### src/rtl/fu_result_collector.sv
// Functional-unit result collector.
// Gathers the results of a dual-issue group (two ALUs plus an optional MUL and/or DIV)
// and presents them as a single writeback pair once every unit in the group has finished.
module fu_result_collector (
  input  logic        clk,
  input  logic        reset,
  input  logic        flush,
  input  logic        issue_valid,
  input  logic [3:0]  FU_en,
  input  logic        FU_ctrl,
  input  logic        way0_valid,
  input  logic        way1_valid,
  input  logic [4:0]  way0_waddr,
  input  logic [4:0]  way1_waddr,
  input  logic [31:0] alu0_result,
  input  logic [31:0] alu1_result,
  input  logic        mul_valid,
  input  logic [63:0] mul_result,
  input  logic        div_valid,
  input  logic [63:0] div_result,
  output logic        wb0_valid,
  output logic        wb1_valid,
  output logic [4:0]  wb0_waddr,
  output logic [4:0]  wb1_waddr,
  output logic [31:0] wb0_data,
  output logic [31:0] wb1_data,
  output logic        wb0_hilo_we,
  output logic        wb1_hilo_we,
  output logic [63:0] wb0_hilo,
  output logic [63:0] wb1_hilo,
  output logic        stall_req,
  output logic        fu_en_err
);

  typedef enum logic [1:0] {IDLE, WAIT, OUT} state_t;

  state_t      state_q;
  logic [1:0]  pending_q;
  logic [1:0]  pending_d;
  logic [1:0]  aluEn_q;
  logic        ctrl_q;
  logic        way0Valid_q;
  logic        way1Valid_q;
  logic [4:0]  way0Waddr_q;
  logic [4:0]  way1Waddr_q;
  logic [31:0] alu0_q;
  logic [31:0] alu1_q;
  logic [63:0] mul_q;
  logic [63:0] div_q;
  logic        err_q;

  logic        fuEnLegal;
  logic [3:0]  effEn;
  logic        effCtrl;

  // Decode the unit-enable code; anything unrecognised falls back to a plain ALU pair.
  always_comb begin
    fuEnLegal = 1'b0;
    case (FU_en)
      4'b0011, 4'b0101, 4'b0110,
      4'b1001, 4'b1010, 4'b1100: fuEnLegal = 1'b1;
      default:                   fuEnLegal = 1'b0;
    endcase
    effEn   = fuEnLegal ? FU_en   : 4'b0011;
    effCtrl = fuEnLegal ? FU_ctrl : 1'b0;
  end

  // Completion pulses only retire a unit that the current group is still waiting on.
  always_comb begin
    pending_d = pending_q;
    if (mul_valid && pending_q[0]) pending_d[0] = 1'b0;
    if (div_valid && pending_q[1]) pending_d[1] = 1'b0;
  end

  // Collector FSM: latch the group on issue, wait for long-latency units, then emit one OUT cycle.
  always_ff @(posedge clk or posedge reset) begin
    if (reset) begin
      state_q     <= IDLE;
      pending_q   <= 2'b00;
      aluEn_q     <= 2'b00;
      ctrl_q      <= 1'b0;
      way0Valid_q <= 1'b0;
      way1Valid_q <= 1'b0;
      way0Waddr_q <= 5'd0;
      way1Waddr_q <= 5'd0;
      alu0_q      <= 32'd0;
      alu1_q      <= 32'd0;
      mul_q       <= 64'd0;
      div_q       <= 64'd0;
      err_q       <= 1'b0;
    end else begin
      err_q <= 1'b0;
      if (flush) begin
        state_q   <= IDLE;
        pending_q <= 2'b00;
      end else begin
        case (state_q)
          IDLE: begin
            if (issue_valid) begin
              aluEn_q     <= effEn[1:0];
              ctrl_q      <= effCtrl;
              way0Valid_q <= way0_valid;
              way1Valid_q <= way1_valid;
              way0Waddr_q <= way0_waddr;
              way1Waddr_q <= way1_waddr;
              alu0_q      <= effEn[0] ? alu0_result : 32'd0;
              alu1_q      <= effEn[1] ? alu1_result : 32'd0;
              mul_q       <= 64'd0;
              div_q       <= 64'd0;
              pending_q   <= effEn[3:2];
              err_q       <= ~fuEnLegal;
              state_q     <= (effEn[3:2] == 2'b00) ? OUT : WAIT;
            end
          end
          WAIT: begin
            if (mul_valid && pending_q[0]) mul_q <= mul_result;
            if (div_valid && pending_q[1]) div_q <= div_result;
            pending_q <= pending_d;
            if (pending_d == 2'b00) state_q <= OUT;
          end
          OUT: begin
            state_q <= IDLE;
          end
          default: begin
            state_q   <= IDLE;
            pending_q <= 2'b00;
          end
        endcase
      end
    end
  end

  // Writeback outputs are a pure function of the registered state and latched group.
  always_comb begin
    wb0_valid   = 1'b0;
    wb1_valid   = 1'b0;
    wb0_waddr   = 5'd0;
    wb1_waddr   = 5'd0;
    wb0_data    = 32'd0;
    wb1_data    = 32'd0;
    wb0_hilo_we = 1'b0;
    wb1_hilo_we = 1'b0;
    wb0_hilo    = 64'd0;
    wb1_hilo    = 64'd0;
    if (state_q == OUT) begin
      wb0_valid = way0Valid_q;
      wb1_valid = way1Valid_q;
      wb0_waddr = way0Waddr_q;
      wb1_waddr = way1Waddr_q;
      if (aluEn_q[0]) begin
        wb0_data = alu0_q;
      end else begin
        wb0_hilo    = ctrl_q ? div_q : mul_q;
        wb0_hilo_we = way0Valid_q;
      end
      if (aluEn_q[1]) begin
        wb1_data = alu1_q;
      end else begin
        wb1_hilo    = ctrl_q ? mul_q : div_q;
        wb1_hilo_we = way1Valid_q;
      end
    end
  end

  assign stall_req = (state_q != IDLE);
  assign fu_en_err = err_q;

endmodule

### config.mk
export PLATFORM = sky130hd
export DESIGN_NAME = fu_result_collector
export DESIGN_NICKNAME = d
export VERILOG_FILES = /design/src/rtl/fu_result_collector.sv
export SDC_FILE = /design/constraint.sdc
export NUM_CORES = 1
export LEC_CHECK = 0
export CORE_MARGIN = 5
export CORE_UTILIZATION = 42
export CTS_BUF_LIST = sky130_fd_sc_hd__clkbuf_8
export DETAILED_ROUTE_END_ITERATION = 12
export HOLD_SLACK_MARGIN = 0.02
export PLACE_DENSITY = 0.79
export SYNTH_ARGS = -nofsm -noshare
export SYNTH_HDL_FRONTEND = slang
export SYNTH_SLANG_ARGS = --single-unit
### constraint.sdc
create_clock -name clk -period 7.95 [get_ports clk]
set_input_delay 1.9875 -clock clk [delete_from_list [all_inputs] [get_ports clk]]
set_output_delay 1.9875 -clock clk [all_outputs]
set_load 0.03 [all_outputs]
* After elaboration in Yosys (flattened, before gate mapping)
Index checks and enable logic that the tools add are counted.
** Word-level totals
- Latch bits :: 0
- Flip-flop bits (word level) :: 212
- Memory bits (writable) :: 0
- Input port bits :: 215
- Output and inout bits :: 208
- ROM bits :: 0
- Memories kept :: 0
- Logic and storage cells :: 83
** Cells by class
- Divide/modulo/power cells :: 0
- Multiply operators :: 0
- Multiplexer cells :: 41
- $add $sub $neg :: 0
- Magnitude comparators :: 0
- Reductions and logical operators :: 13
- Bitwise operators :: 2
- Shift-type cells :: 0
- Equal/unequal tests :: 14
** Operators with widths (count)
- $mux 64 :: 9
- $pmux 64 s2 :: 2
- $mux 32 :: 6
- $mux 1 :: 13
- $eq 4x4->1 const B :: 3
- $mux 2 :: 6
- $mux 5 :: 2
- $eq 4x3->1 const B :: 2
- $ne 2x2->1 const B :: 4
- $reduce_and 4->1 :: 2
- $logic_not 2->1 :: 3
- $ne 3x3->1 const B :: 2
- $pmux 2 s3 :: 1
- $reduce_or 6->1 :: 1
- $eq 4x2->1 const B :: 1
- $mux 4 :: 1
- $pmux 2 s2 :: 1
- $reduce_and 2->1 :: 2
- $reduce_bool 2->1 :: 2
- $reduce_and 3->1 :: 1
- $eq 2x1->1 const B :: 1
- $eq 2x2->1 const B :: 1
- $logic_and 1x1->1 :: 2
- $not 1->1 :: 2

* Logic depth before layout (Yosys ltp)
- Depth in word-level cells :: 9
- Gate-level depth with buffers :: 6
- Mapped depth without buffers :: 3

* Least setup slack after synthesis
No wires, ideal clock.
- Path type :: reg2out
- From :: register state_q[0]
- To :: output wb0_hilo[14]
- Path slack :: 4.469 ns
- Buffers on the path :: 2
- Data required time :: 5.963 ns
- Stages on the path, launching flop included :: 6
- Data arrival time :: 1.494 ns
- Cell sequence :: dfrtp_1 -> and2b_1 -> nand2b_1 -> buf_2 -> buf_1 -> nor2_1
** Between the ends
- Longest elaborated chain between the ends :: 2
** Ends and longest elaborated chain
- start, declared :: RTL line 37 : state_t state_q;
- start signal, assigned :: RTL line 112 : state_q <= (effEn[3:2] == 2'b00) ? OUT : WAIT;
- $eq 2x2->1 :: RTL line 145 : if (state_q == OUT) begin
- $mux 64 :: RTL line 145
- end, declared :: RTL line 29 : output logic [63:0] wb0_hilo,
Every way passes these cells.

* Final worst setup path
- From :: register state_q[0]
- To :: output wb0_hilo[2]
The elaborated chain is that of the path after synthesis.

==> run_results.csv <==
group,metric,value,unit
place,placed_area,16000,um^2
clocking,clk_root_buffer_cell,"sky130_fd_sc_hd__clkbuf_8",
global_routing,track_usage,22.7,%
detailed_routing,wire_per_inst,17.8,um
place,placed_cells,2030,
sta,setup_viol_count_final,0,
yosys,synth_cells,1315,
sta,slew-limit-headroom,20.4,%
clocking,tritoncts,"built",
yosys,synth-edff-count,0,
detailed_routing,drt-pass1-iter-count,5,
worst_setup_path,required,5.96,ns
clocking,htree_num_levels,2,
sta,slew_viol_final,0,
worst_setup_path,cp_data_arrival_time,3.43,ns
power,static-leakage-power,6.77,nW
global_routing,grt_max_degree,130,
cells_and_area,layout-drive-gt1-share,4.32,%
worst_setup_path,regToRegSetupSlack,5.41,ns
yosys,primary_ff_master_synth,"sky130_fd_sc_hd__dfrtp_1",
global_routing,grt_overflow_total,0,
place,io_buffers,422,
clocking,clk-insertion-delay-late,0.52,ns
yosys,yosysSeqAreaShare,45.5,%
floorplan,rows,61,
clocking,clk_transition_reported_paths,0.05,ns
cells_and_area,syn_to_final_growth,42.9,%
power,power_per_cell_area,168,nW/um^2
detailed_routing,drc,0,
cells_and_area,most_frequent_cells_in_the_layout,"sky130_fd_sc_hd__clkdlybuf4s50_1, sky130_fd_sc_hd__nand2_1, sky130_fd_sc_hd__mux2i_1, sky130_fd_sc_hd__dfrtp_1, sky130_fd_sc_hd__inv_1",
clocking,cts_buffer_depth,3,
yosys,synth_fp_nets,1530,
power,power.ir.vdd_worst,0.000129,V
clocking,cts_hold_buffers,0,
detailed_routing,detailed_route_wire_length,37300,um
worst_setup_path,critical_path_peak_fanout,78,
yosys,synth.yosys.warnings,0,
worst_setup_path,crit_path_capture_type,"primary output",
sta,grt_setup_unrepaired,"false",
cells_and_area,final_layout_net_count,1907,
detailed_routing,dr.first_iter.drc_count,668,
worst_setup_path,critPathLaunchType,"flip-flop",
worst_setup_path,worst-setup-path-type,"reg -> out",
clocking,cts.repair_timing.setup_buffer_count,0,
clocking,cts_buffers,38,
floorplan,top_level_ports,423,
place,routabilityCongestion,0.873,
sta,final-hold-violation-count,0,
sta,fin_worst_skew,0.0234,ns
floorplan,chipWidth,177,um
yosys,async_reset_ff_share,100,%
global_routing,global_route_wire_length_before_repair,57100,um
yosys,cell_variety_after_synth,31,
cells_and_area,post-route-cell-area,16700,um^2
floorplan,core_region_area,27600,um^2
floorplan,floorplan.die_area,31200,um^2
outcome,status,"completed",
detailed_routing,detail-route-antenna-nets,0,
floorplan,floorplan.initialDensity,42.2,%
cells_and_area,mostFrequentLayoutCell,"sky130_fd_sc_hd__clkdlybuf4s50_1",
sta,timing_worst_slew_pin_value,1.19,ns
clocking,cts.sink_count,212,
yosys,synth_area,11700,um^2
cells_and_area,layout.filler_cells,2397,
place,dpl.hpwl,25900,um
sta,min_period_over_period,68.2,%
global_routing,number_of_antenna_violations_at_the_first_check_in_global_routing,1,
min_path,hold_class,"reg -> reg",
yosys,ys_seq_elements,212,
floorplan,die_height,177,um
detailed_routing,vias,10400,
job,timing.max_cap.violations,0,
global_routing,vias_in_the_first_global_route,10600,
clocking,postCtsResizedCells,0,
cells_and_area,post_layout_nonfiller_instances,2092,
detailed_routing,routed_via_density,4.99,
sta,layout_min_cycle_time,5.42,ns
yosys,synth_area_per_cell,8.86,um^2
sta,achievable-frequency,0.185,GHz
sta,totalNegativeSetupSlack,0,ns
==> final timing paths <==
kind	endpoint	cells after the start	startpoint
max	wb0_hilo[2]	6	state_q[0]$_DFFE_PP0P_
min	way1Waddr_q[0]$_DFFE_PP0P_	2	way1Waddr_q[0]$_DFFE_PP0P_
max reg2reg	mul_q[21]$_DFFE_PP0P_	5	state_q[0]$_DFFE_PP0P_
min in group asynchronous	mul_q[57]$_DFFE_PP0P_	2	reset
min reg2reg	way1Waddr_q[0]$_DFFE_PP0P_	2	way1Waddr_q[0]$_DFFE_PP0P_
max in group asynchronous	alu0_q[1]$_DFFE_PP0P_	3	reset
==> stage by stage <==
| stage | setup slack (ns) | util (%) | hold slack (ns) | power (W) |
|---|---|---|---|---|
| final | 2.53 | 60.3 | 0.465 | 0.00280 |
| after detailed placement | 3.12 | 57.8 | 0.454 | 0.00188 |
| after CTS | 2.56 | 60.3 | 0.469 | 0.00284 |
| after global routing | 2.31 | 60.3 | 0.489 | 0.00294 |
| after floorplan | 0.168 | - | 0.437 | 0.00163 |
| after global placement | 3.25 | 57.8 | 0.452 | 0.00186 |
==> per-layer routing <==
metal	global-route usage, %	up-vias	wire length [um]	part of all wire [%]
met5	0	-	0	0
met4	7.25	0	1000	2.7
met3	6.66	62	3670	9.9
met2	38.1	438	17800	48
met1	28.3	4982	14800	40
li1	-	4954	-	-
==> where the power goes <==
| group | switching (W) | internal, W |
|---|---|---|
| clock | 0.000435 | 0.000506 |
| sequential | 0.0000814 | 0.00119 |
| combinational | 0.000312 | 0.000273 |
| total | 0.000829 | 0.00197 |
==> worst max-delay path: stages, from the launching register on <==
cell	delay, ns
sky130_fd_sc_hd__dfrtp_1	0.51
sky130_fd_sc_hd__and2b_2	0.27
sky130_fd_sc_hd__buf_4	0.51
sky130_fd_sc_hd__nand2b_2	0.20
sky130_fd_sc_hd__buf_4	0.35
sky130_fd_sc_hd__nor2_1	0.23
sky130_fd_sc_hd__clkdlybuf4s50_1	0.71
==> logic make-up after synthesis <==
logic type                count (synthesis)  share of synthesized area [%]
muxes                                   256                           22.0
DFF                                     212                           45.5
and+or+nand+nor                         522                           19.0
AOI/OAI and AO/OA                        87                           4.08
xor gates and xnor gates                  4                          0.301
buffers and inverters                   234                           9.12
==> synthesized netlist by cell type (4+ instances only) <==
library cell / number / area share [%]
sky130_fd_sc_hd__buf_6: 10 / 0.97
sky130_fd_sc_hd__nand2_1: 293 / 9.4
sky130_fd_sc_hd__and2_1: 13 / 0.70
sky130_fd_sc_hd__nor2b_1: 4 / 0.21
sky130_fd_sc_hd__mux2i_1: 256 / 22
sky130_fd_sc_hd__clkbuf_1: 25 / 0.81
sky130_fd_sc_hd__buf_2: 43 / 1.8
sky130_fd_sc_hd__nor2_1: 133 / 4.3
sky130_fd_sc_hd__nand2b_1: 6 / 0.32
sky130_fd_sc_hd__buf_1: 5 / 0.16
sky130_fd_sc_hd__dfrtp_1: 212 / 46
sky130_fd_sc_hd__inv_1: 134 / 4.3
sky130_fd_sc_hd__buf_4: 14 / 0.90
sky130_fd_sc_hd__and3_1: 64 / 3.4
sky130_fd_sc_hd__o21ai_0: 74 / 3.2
==> sequential cells by signal (all words and copies together), names as in the netlist <==
name,flops
div_q,64
mul_q,64
alu0_q,32
alu1_q,32
way0Waddr_q,5
way1Waddr_q,5
aluEn_q,2
pending_q,2
state_q,2
ctrl_q,1
fu_en_err,1
way0Valid_q,1
way1Valid_q,1
==> layout make-up <==
type	count	area, um^2	area share (%)
Antenna cell	1	2.50	0.0150
Clock buffer	45	619	3.72
Clock inverter	16	62.6	0.375
Inverter	134	510	3.06
Multi-Input combinational cell	869	5340	32.0
Sequential cell	212	5310	31.9
Tap cell	378	473	2.84
Timing Repair Buffer	437	4350	26.1
(Power assumes the default switching activity.)
